<file path="config.mk">
export PLATFORM = sky130hd
export DESIGN_NAME = jvm_microsequencer_flat
export DESIGN_NICKNAME = d
export VERILOG_FILES = /design/src/rtl/jvm_useq_pkg.sv /design/src/rtl/jvm_microsequencer_if.sv /design/src/rtl/jvm_microsequencer.sv /design/src/flat_wrapper.sv
export SDC_FILE = /design/constraint.sdc
export NUM_CORES = 1
export LEC_CHECK = 0
export CORE_UTILIZATION = 45
export DETAILED_ROUTE_END_ITERATION = 8
export PLACE_DENSITY = 0.81
export SLEW_MARGIN = 20
export SYNTH_ARGS = -nofsm -noshare
export SYNTH_HDL_FRONTEND = slang
export SYNTH_SLANG_ARGS = --single-unit
</file>
<file path="constraint.sdc">
create_clock -name clk -period 3.71 [get_ports clk]
set_clock_uncertainty 0.05 [all_clocks]
set_input_delay 0.742 -clock clk [delete_from_list [all_inputs] [get_ports clk]]
set_output_delay 0.742 -clock clk [all_outputs]
set_load 0.05 [all_outputs]
</file>
<file path="src/rtl/jvm_useq_pkg.sv">
// Shared definitions for the JVM micro-PC sequencer: address widths, markers,
// FSM state encoding and error codes.
package jvm_useq_pkg;

  localparam int UADR_W = 9;
  localparam int UADR_LAST = 320;

  localparam logic [UADR_W-1:0] UADR_END = 9'h000;
  localparam logic [UADR_W-1:0] UADR_INVALID = 9'h1FF;

  typedef enum logic [1:0] {
    IDLE  = 2'd0,
    EXEC  = 2'd1,
    ERROR = 2'd2
  } useq_state_t;

  localparam logic [1:0] ERR_NONE = 2'd0;
  localparam logic [1:0] ERR_ILLEGAL = 2'd1;
  localparam logic [1:0] ERR_STEPS = 2'd2;

endpackage

</file>
<file path="src/rtl/jvm_microsequencer_if.sv">
// Bytecode intake, next-address ROM lookup and micro-op output bundle.
// The master modport is the sequencer's view; slave is the surrounding engine.
interface jvm_microsequencer_if #(
  parameter int UADR_W = jvm_useq_pkg::UADR_W
) ();

  logic              bc_valid;
  logic [7:0]        bc_opcode;
  logic              bc_ready;
  logic [UADR_W-1:0] rom_adr;
  logic [UADR_W-1:0] rom_next;
  logic              uop_valid;
  logic [UADR_W-1:0] uop_adr;
  logic              uop_first;
  logic              uop_last;
  logic              uop_ready;

  modport master (
    input  bc_valid, bc_opcode, rom_next, uop_ready,
    output bc_ready, rom_adr, uop_valid, uop_adr, uop_first, uop_last
  );

  modport slave (
    output bc_valid, bc_opcode, rom_next, uop_ready,
    input  bc_ready, rom_adr, uop_valid, uop_adr, uop_first, uop_last
  );

endinterface

</file>
<file path="src/rtl/jvm_microsequencer.sv">
// Micro-PC sequencer: dispatches a Java opcode to micro-address {0,opcode} and
// follows next_adr_rom continuations until the end marker, flagging bad walks.
module jvm_microsequencer
  import jvm_useq_pkg::*;
#(
  parameter int UADR_W    = jvm_useq_pkg::UADR_W,
  parameter int UADR_LAST = jvm_useq_pkg::UADR_LAST,
  parameter int MAX_STEPS = 64
) (
  input  logic                        clk,
  input  logic                        rst_n,
  jvm_microsequencer_if.master        bus,
  output logic                        busy,
  output logic                        err,
  output logic [1:0]                  err_code
);

  localparam int STEP_W = $clog2(MAX_STEPS + 1);
  localparam logic [UADR_W-1:0] LAST_ADR = UADR_W'(UADR_LAST);
  localparam logic [UADR_W-1:0] FIRST_LIMIT = UADR_W'(256);
  localparam logic [STEP_W-1:0] STEP_MAX = STEP_W'(MAX_STEPS);
  localparam logic [STEP_W-1:0] STEP_ONE = STEP_W'(1);

  useq_state_t       state_r, state_s;
  logic [UADR_W-1:0] upc_r, upc_s;
  logic [STEP_W-1:0] step_r, step_s;
  logic [1:0]        err_code_r, err_code_s;
  logic              fire_s;

  assign fire_s        = (state_r == EXEC) && bus.uop_ready;

  assign bus.bc_ready  = (state_r == IDLE);
  assign bus.uop_valid = (state_r == EXEC);
  assign bus.uop_adr   = upc_r;
  assign bus.rom_adr   = upc_r;
  assign bus.uop_first = (upc_r < FIRST_LIMIT);
  assign bus.uop_last  = (bus.rom_next == UADR_END);
  assign busy          = (state_r != IDLE);
  assign err           = (state_r == ERROR);
  assign err_code      = err_code_r;

  // State, micro-PC, step counter and error code registers.
  always_ff @(posedge clk) begin
    if (!rst_n) begin
      state_r    <= IDLE;
      upc_r      <= '0;
      step_r     <= '0;
      err_code_r <= ERR_NONE;
    end else begin
      state_r    <= state_s;
      upc_r      <= upc_s;
      step_r     <= step_s;
      err_code_r <= err_code_s;
    end
  end

  // Next-state decode; continuations are only examined when the emitter takes the uop.
  always_comb begin
    state_s    = state_r;
    upc_s      = upc_r;
    step_s     = step_r;
    err_code_s = err_code_r;
    case (state_r)
      IDLE: begin
        if (bus.bc_valid) begin
          state_s = EXEC;
          upc_s   = {{(UADR_W-8){1'b0}}, bus.bc_opcode};
          step_s  = STEP_ONE;
        end else begin
          state_s = IDLE;
        end
      end
      EXEC: begin
        if (fire_s) begin
          if (bus.rom_next == UADR_END) begin
            state_s = IDLE;
          end else if (bus.rom_next > LAST_ADR) begin
            state_s    = ERROR;
            err_code_s = ERR_ILLEGAL;
          end else if (step_r >= STEP_MAX) begin
            state_s    = ERROR;
            err_code_s = ERR_STEPS;
          end else begin
            upc_s  = bus.rom_next;
            step_s = step_r + STEP_ONE;
          end
        end else begin
          state_s = EXEC;
        end
      end
      ERROR: begin
        state_s = ERROR;
      end
      default: begin
        state_s = ERROR;
      end
    endcase
  end

endmodule

</file>
<file path="src/flat_wrapper.sv">
// flat-port wrapper written by rule: the top's interface ports become plain ports
module jvm_microsequencer_flat import jvm_useq_pkg::*;
#(
  parameter int UADR_W    = jvm_useq_pkg::UADR_W,
  parameter int UADR_LAST = jvm_useq_pkg::UADR_LAST,
  parameter int MAX_STEPS = 64
)
  (clk, rst_n, busy, err, err_code, bus_bc_valid, bus_bc_opcode, bus_rom_next, bus_uop_ready, bus_bc_ready, bus_rom_adr, bus_uop_valid, bus_uop_adr, bus_uop_first, bus_uop_last);
  jvm_microsequencer_if #(.UADR_W(UADR_W)) bus_i ();
  input  logic clk;
  input  logic rst_n;
  output logic busy;
  output logic err;
  output logic [1:0] err_code;
  input wire logic [$bits(bus_i.bc_valid)-1:0] bus_bc_valid;
  input wire logic [$bits(bus_i.bc_opcode)-1:0] bus_bc_opcode;
  input wire logic [$bits(bus_i.rom_next)-1:0] bus_rom_next;
  input wire logic [$bits(bus_i.uop_ready)-1:0] bus_uop_ready;
  output wire logic [$bits(bus_i.bc_ready)-1:0] bus_bc_ready;
  output wire logic [$bits(bus_i.rom_adr)-1:0] bus_rom_adr;
  output wire logic [$bits(bus_i.uop_valid)-1:0] bus_uop_valid;
  output wire logic [$bits(bus_i.uop_adr)-1:0] bus_uop_adr;
  output wire logic [$bits(bus_i.uop_first)-1:0] bus_uop_first;
  output wire logic [$bits(bus_i.uop_last)-1:0] bus_uop_last;
  assign bus_i.bc_valid = bus_bc_valid;
  assign bus_i.bc_opcode = bus_bc_opcode;
  assign bus_i.rom_next = bus_rom_next;
  assign bus_i.uop_ready = bus_uop_ready;
  assign bus_bc_ready = bus_i.bc_ready;
  assign bus_rom_adr = bus_i.rom_adr;
  assign bus_uop_valid = bus_i.uop_valid;
  assign bus_uop_adr = bus_i.uop_adr;
  assign bus_uop_first = bus_i.uop_first;
  assign bus_uop_last = bus_i.uop_last;
  jvm_microsequencer #(.UADR_W(UADR_W), .UADR_LAST(UADR_LAST), .MAX_STEPS(MAX_STEPS)) u_core (.clk(clk), .rst_n(rst_n), .bus(bus_i), .busy(busy), .err(err), .err_code(err_code));
endmodule
</file>
==> run metrics <==
run status complete, no violations; Util after Layout 63.61%; count of final hold-check violations 0; via count between 1000 and 1500; CP Max Fanout 15; first-pass GRT wire length between 5 and 6 mm; share of layout cells above drive strength 1 12.50%; power density cells 392.4 mW/mm2; Netlist cell types 42; Reg clk slew, reported paths about 140 ps; Pint about 0.44 mW; WP data arrival between 2000 and 2500 ps; Storage cell area roughly 400 um2; Synth Register Bits 20; VDD IR max 0.3552 mV; Slowest-stage cell, CP clkdlybuf4s50_1; vias in the first global route roughly 1200; Initial DRT Pass Iterations 4; crit path kind reg -> out; Clock Sinks 20; final instance area 0.001754 mm2; Multi-input gate area roughly 760 um2; Worst setup SP type flop; slowest stage delay, CP about 860 ps; TritonCTS Buffers 3; Post-CTS Hold Fix Bufs 0; yosys warns 0; MaxCap Viol Count 0; Setup TNS 0 ps; top cells by area, synth dfxtp_1 31%, mux2i_1 6.9%, mux2_2 6.9%; Post-synth ARST share 0%; die width 55.78 um; initial DRC count 34; Die Y ~56 um; I/O pins 47; hold crit path type reg -> reg; Syn Area/Cell approximately 8.3 um2; Setup Fix Bufs, Post-CTS 0; # DRC 0; CTS HTree Levels 1; CTS Root Cell clkbuf_4; crit path cell chain nand2b_1 -> inv_2 -> clkdlybuf4s50_1; Port Buffers 46; total track usage roughly a fifth; RSZ-0062 raised after global routing no; full die area 0.003111 mm2; Seq/Total Area, Yosys around 31%; Max Slew Vio Count 0; Net Count, Synth 180; placed cell areas roughly 0.0017 mm2; initial antenna violation count 0; Final HPWL DP about 2.4 mm; most frequent cell after synthesis nand2_1; CTS tree yes; Slew headroom 53.99%; min Tclk post-route 3084 ps; Main synth FF type dfxtp_1; GP Congestion 0.8433; Post-Route WL 3.193 mm; Clock Power Share between 20% and 30%; Gate power share 38.0%; Post-synth EDFFs 0; CP Capture Type output pin; largest net degree at the start of global routing 33; Routed Antenna Nets 0; fin crit share 83.13%; Avg WL per Cell around 14 um; top post-synthesis cells by count 22 x nand2_1, 20 x dfxtp_1; Worst-Margin Slew approximately 690 ps; Net Sw Frac 36.57%; grt ovf 0; # rows 19; P_sw between 0.2 and 0.3 mW; CTS resizes 0; Nets 216; Mapped Area between 0.001 and 0.0015 mm2; Initial Util between 40% and 50%; Synth-to-Final Area Change 34.81%; worst-skew pair later-pin latency roughly 320 ps; Synth area leader dfxtp_1; leakage power between 0.6 and 0.7 nW; DR vias/cell between 5 and 6; maximum clock insertion buffer count 2; area share of the largest cell type after synthesis between 30 and 40%; WP data required slightly below 3000 ps; Core ar. 0.002758 mm2; fmax around 0.32 GHz; filler cell count 233; final setup violating endpoints 0; Mapped Cells 157; sequential power share about a third; # diodes 0
[flip-flops by register name, indices dropped and copies added (netlist names)]
name and count:
u_core.bus.rom_adr 9, u_core.err_code 2, u_core.state_r 2, u_core.step_r 7
[logic make-up after synthesis]
group / after synthesis / share of synthesized area [%]
AND/OR/NAND/NOR: 59 / 22.98
AO/OA/AOI/OAI: 32 / 19.33
buffers and inverters: 27 / 11.15
flip-flops: 20 / 30.77
multiplexers: 17 / 13.85
adder cells (fa/ha/maj): 2 / 1.923
[worst max-delay path, delay by kind of cell (launching register included)]
family | cells | cell delay, ps
buffers and inverters | 2 | 1210
DFF | 1 | 380
and+or+nand+nor | 1 | 380
[layout make-up]
type / instances / area share (%)
well taps: 31 / 2.211
clock buffers: 3 / 1.284
multi-input cells: 110 / 43.08
inverters: 11 / 2.354
repair buffers: 47 / 26.53
flip-flops and latches: 20 / 22.82
clock inverters: 1 / 1.712
[through the flow]
| step | std cells | hold WS, ps | total power, mW | setup slack, ps |
|---|---|---|---|---|
| 6_report | 223 | 439.9 | 0.6883 | 625.9 |
| 5_1_grt | 223 | 460.8 | 0.7160 | 546.1 |
| 4_1_cts | 223 | 442.7 | 0.6916 | 641.2 |
| 3_5_place_dp | 219 | 422.1 | 0.5081 | 714.6 |
| 3_3_place_gp | 219 | 407.1 | 0.5042 | 765.2 |
| 2_1_floorplan | 157 | 426.8 | 0.4329 | 1248 |
[layout by cell type, fill, tap and decap left out, types with 2 or more instances in the layout]
master and n:
clkdlybuf4s50_1 45, nand2_1 22, dfxtp_1 20, inv_1 9
nor2_1 9, nand3_1 9, mux2i_1 9, mux2_2 8
o211ai_1 6, a21oi_1 6, a31oi_1 4, nor3_1 3
and3_1 3, clkbuf_4 3, or2_2 2, o21a_1 2
nor2b_1 2, o21ai_0 2, nor4_1 2, a32oi_1 2
ha_1 2, buf_4 2
[power by group through the flow]
stage	sequential (mW)	clock (mW)	combinational (mW)
CTS	0.243	0.187	0.262
detailed placement	0.248	0	0.260
floorplan	0.283	0	0.150
finish	0.243	0.184	0.262
global route	0.245	0.198	0.274
global placement	0.247	0	0.258
[routing by layer]
| metal | share of wire [%] | global-route usage [%] | up-vias |
|---|---|---|---|
| li1 | - | - | 625 |
| met1 | 43 | 24.60 | 605 |
| met2 | 52 | 37.69 | 34 |
| met3 | 4.6 | 5.814 | 2 |
| met4 | 0.44 | 6.786 | 0 |
| met5 | 0 | 0 | - |
[worst paths after layout]
kind / from / endpoint / slack [ps] / depth (start not counted)
setup / recovery: u_core.state_r[1] / bus_uop_valid / 630 / 3
setup reg to reg: u_core.state_r[1] / u_core.bus.rom_adr[5] / 1780 / 3
hold reg to reg: u_core.bus.rom_adr[7] / u_core.bus.rom_adr[7] / 440 / 2
hold / removal: u_core.bus.rom_adr[7] / u_core.bus.rom_adr[7] / 440 / 2
Power figures use the tool's default switching activity.
